===== src/rtl/out_shift_reg.sv =====
// Output serializer bank: N2 lanes of N1-bit registers, word-loaded through a chain, shifted out bit-serially.
// Optional OUT_SHIFT_REG_LSB_FIRST_EN reverses serial direction (LSB leaves first).
module out_shift_reg #(
  parameter int N1 = 90,
  parameter int N2 = 6
) (
  input  logic          Clock,
  input  logic          nReset,
  input  logic          SelShift,
  input  logic          SelKeep,
  input  logic [N1-1:0] In,
  output logic [N2-1:0] Out
);

  logic [N1-1:0] laneReg [N2];

  // nReset is active-high despite its name; hold (SelKeep) outranks shift/load.
  always_ff @(posedge Clock) begin
    if (nReset) begin
      for (int unsigned j = 0; j < N2; j++) laneReg[j] <= '0;
    end else if (!SelKeep) begin
      if (SelShift) begin
        for (int unsigned j = 0; j < N2; j++) begin
`ifdef OUT_SHIFT_REG_LSB_FIRST_EN
          laneReg[j] <= {1'b0, laneReg[j][N1-1:1]};
`else
          laneReg[j] <= {laneReg[j][N1-2:0], 1'b0};
`endif
        end
      end else begin
        laneReg[0] <= In;
        for (int unsigned j = 1; j < N2; j++) laneReg[j] <= laneReg[j-1];
      end
    end
  end

  always_comb begin
    Out = '0;
    for (int unsigned j = 0; j < N2; j++) begin
`ifdef OUT_SHIFT_REG_LSB_FIRST_EN
      Out[j] = laneReg[j][0];
`else
      Out[j] = laneReg[j][N1-1];
`endif
    end
  end

endmodule


===== config.mk =====
export PLATFORM = sky130hd
export DESIGN_NAME = out_shift_reg
export DESIGN_NICKNAME = d
export VERILOG_FILES = /design/src/rtl/out_shift_reg.sv
export SDC_FILE = /design/constraint.sdc
export NUM_CORES = 1
export LEC_CHECK = 0
export CAP_MARGIN = 5
export CORE_MARGIN = 5
export CORE_UTILIZATION = 55
export DETAILED_ROUTE_END_ITERATION = 10
export PLACE_DENSITY_LB_ADDON = 0.05
export SKIP_CTS_REPAIR_TIMING = 1
export SLEW_MARGIN = 25
export SYNTH_ARGS = -nofsm -noshare
export SYNTH_HDL_FRONTEND = slang
export SYNTH_SLANG_ARGS = --single-unit

===== constraint.sdc =====
create_clock -name Clock -period 26 [get_ports Clock]
set_input_delay 5.2 -clock Clock [delete_from_list [all_inputs] [get_ports Clock]]
set_output_delay 5.2 -clock Clock [all_outputs]
set_load 0.02 [all_outputs]

==> impl_metrics.env <==
export IMPL_status="complete, no violations"
export IMPL_cts_root_buf="clkbuf_16"
export IMPL_netlist_area_um2=24400
export IMPL_clock_fmax_ghz=0.116
export IMPL_p_int_uw=1500
export IMPL_tightest_slew_ns=1.19
export IMPL_cts_tree="done"
export IMPL_crit_type="input pin to flop"
export IMPL_die_area_um2=48600
export IMPL_antenna_found_initial=0
export IMPL_rows=77
export IMPL_fin_ws_ns=17.41
export IMPL_cts_htree_levels=2
export IMPL_gp_congestion=0.690
export IMPL_clock_skew_final_ns=0.0174
export IMPL_synthCells=1743
export IMPL_drive_gt1_share_pct=4.64
export IMPL_synth_fp_nets=1837
export IMPL_hold_path_class="flop to flop"
export IMPL_drt_wl_total_um=38800
export IMPL_fp_dieW_um=220
export IMPL_setup_viol=0
export IMPL_cts_sinks=540
export IMPL_synth_compound_area_share_pct=0
export IMPL_synth_top_family_by_area="multiplexers"
export IMPL_power_switching_share_pct=22.0
export IMPL_hpwl_um=21100
export IMPL_vias=13000
export IMPL_groute_usage_overall_pct=15.9
export IMPL_leakagePower_uw=0.0111
export IMPL_grt_pass1_wl_um=64200
export IMPL_initial_utilization_pct=55.3
export IMPL_end_kind="flop"
export IMPL_synth_xor_area_share_pct=0
export IMPL_grt_max_degree=212
export IMPL_viasPerCell=5.37
export IMPL_chipHeight_um=220
export IMPL_synth_fa_ha_area_share_pct=0
export IMPL_route_detailed_drc=0
export IMPL_clock_path_buffers=3
export IMPL_maxSlewViolCount=0
export IMPL_yosys_area_share_simple_pct=8.46
export IMPL_portBuffers=99
export IMPL_avgSynthCellArea_um2=14.0
export IMPL_final_nets=1884
export IMPL_regMostFlops="laneReg"
export IMPL_period_needed_ns=8.59
export IMPL_final_core_util_pct=61.8
export IMPL_ys_ff_latch=540
export IMPL_start_kind="input pin"
export IMPL_ios=100
export IMPL_core_area_um2=44000
export IMPL_numCtsBuffers=57
export IMPL_finalCritPeriodShare_pct=33.0
export IMPL_synth_distinct_cells=12
export IMPL_area_delta_synth_final_pct=11.7
export IMPL_clockPowerShare_pct=38.2
export IMPL_cp_required_ns=26.31
export IMPL_largest_reg_flops=540
export IMPL_arrival_ns=8.91
export IMPL_finalPower_uw=1930
export IMPL_cap_viol_max_count=0
export IMPL_n_antenna_cell=0
export IMPL_yosysWarnings=0
export IMPL_powerDensity_nw_per_um2=70.9
export IMPL_setup_tns_ns=0
export IMPL_place_ws_ns=16.81
export IMPL_synthMuxAreaShare_pct=21.9
export IMPL_ant_nets=0
export IMPL_relSlewSlack_pct=20.6
export IMPL_wl_per_cell_um=16.0
export IMPL_clkTransAtPathRegs_ns=0.06
export IMPL_rsz0062_at_grt="false"
export IMPL_seq_area_frac_synth_pct=66.6
export IMPL_first_iter_violations=1209
export IMPL_clkLatencyLatePin_ns=0.60
export IMPL_firstDrtPassIters=4
export IMPL_power_frac_comb_pct=7.3
export IMPL_grt_overflow=0
export IMPL_crit_fanout=101
export IMPL_hold_viol=0
export IMPL_hold_ws_ns=0.560
export IMPL_max_vdd_ir_drop_mv=0.0515
export IMPL_largestRegisters="laneReg x540"
export IMPL_power_frac_seq_pct=54.5
export IMPL_p_switching_uw=425
export IMPL_grt_pass1_vias=12600
routing by layer:
layer	GRT usage, %	share of wire (%)
met5	0	0
met2	23.8	46
met4	4.78	2.2
met1	24.0	48
met3	2.71	3.3
synth_stat cells:
library cell  number  area (um2)
and2_1             5        31.3
buf_2             87         435
buf_4             13        97.6
buf_6             14         158
clkbuf_1          12        45.0
edfxtp_1         540       16200
mux2i_1          534        5350
nand2b_1           1        6.26
nor2_1           534        2000
nor3_1             1        5.00
nor3b_1            1        7.51
or2_1              1        6.26
cell usage in the layout (no fill, tap or decap):
cell type / count
edfxtp_1: 540
mux2i_1: 534
nor2_1: 534
clkdlybuf4s50_1: 98
clkbuf_16: 57
clkinv_1: 21
clkbuf_1: 13
buf_4: 7
and2_1: 5
clkinv_2: 5
buf_6: 5
buf_12: 3
inv_6: 2
bufinv_16: 2
or2_4: 1
nand2b_4: 1
nor3b_1: 1
nor3_1: 1
clkinv_4: 1
buf_8: 1
layout make-up:
type | count | area (um2)
multi-input combinational | 1077 | 7420
sequential | 540 | 16200
clock buffer | 70 | 1480
clock inverter | 31 | 190
tap | 592 | 741
timing repair buffer | 114 | 1160
fill | 3454 | 16800
critical path, stage by stage:
cell and delay (ns):
buf_8 0.70, buf_4 0.92, buf_4 0.80, buf_4 0.76, mux2i_1 0.28, nor2_1 0.06
stage by stage:
step | instances | cell area, um2
after global placement | 2323 | 25500
final | 2424 | 27200
after CTS | 2424 | 27200
after floorplan | 1743 | 24400
after global routing | 2424 | 27200
after detailed placement | 2323 | 25500
kinds of logic (layout without fill, tap and decap cells):
logic type             count (synthesis)  in the layout
AND/OR/NAND/NOR                      543            543
flip-flops                           540            540
multiplexers                         534            534
buffers and inverters                126            215
path summary, 6_finish.rpt:
kind / from / end / slack [ns] / depth (start not counted)
max reg2reg: laneReg[1][78] / laneReg[1][79] / 24.99 / 2
max: SelShift / laneReg[0][70] / 17.41 / 6
min reg2reg: laneReg[3][0] / laneReg[4][0] / 0.56 / 1
min: laneReg[3][0] / laneReg[4][0] / 0.56 / 1
power by group through the flow:
stage	sequential (uW)	clock, uW	combinational, uW
3_3_place_gp	1070	0	140
3_5_place_dp	1070	0	142
4_1_cts	1050	759	143
5_1_grt	1060	799	156
2_1_floorplan	1080	0	111
6_report	1050	737	140
Power figures use the tool's default switching activity.
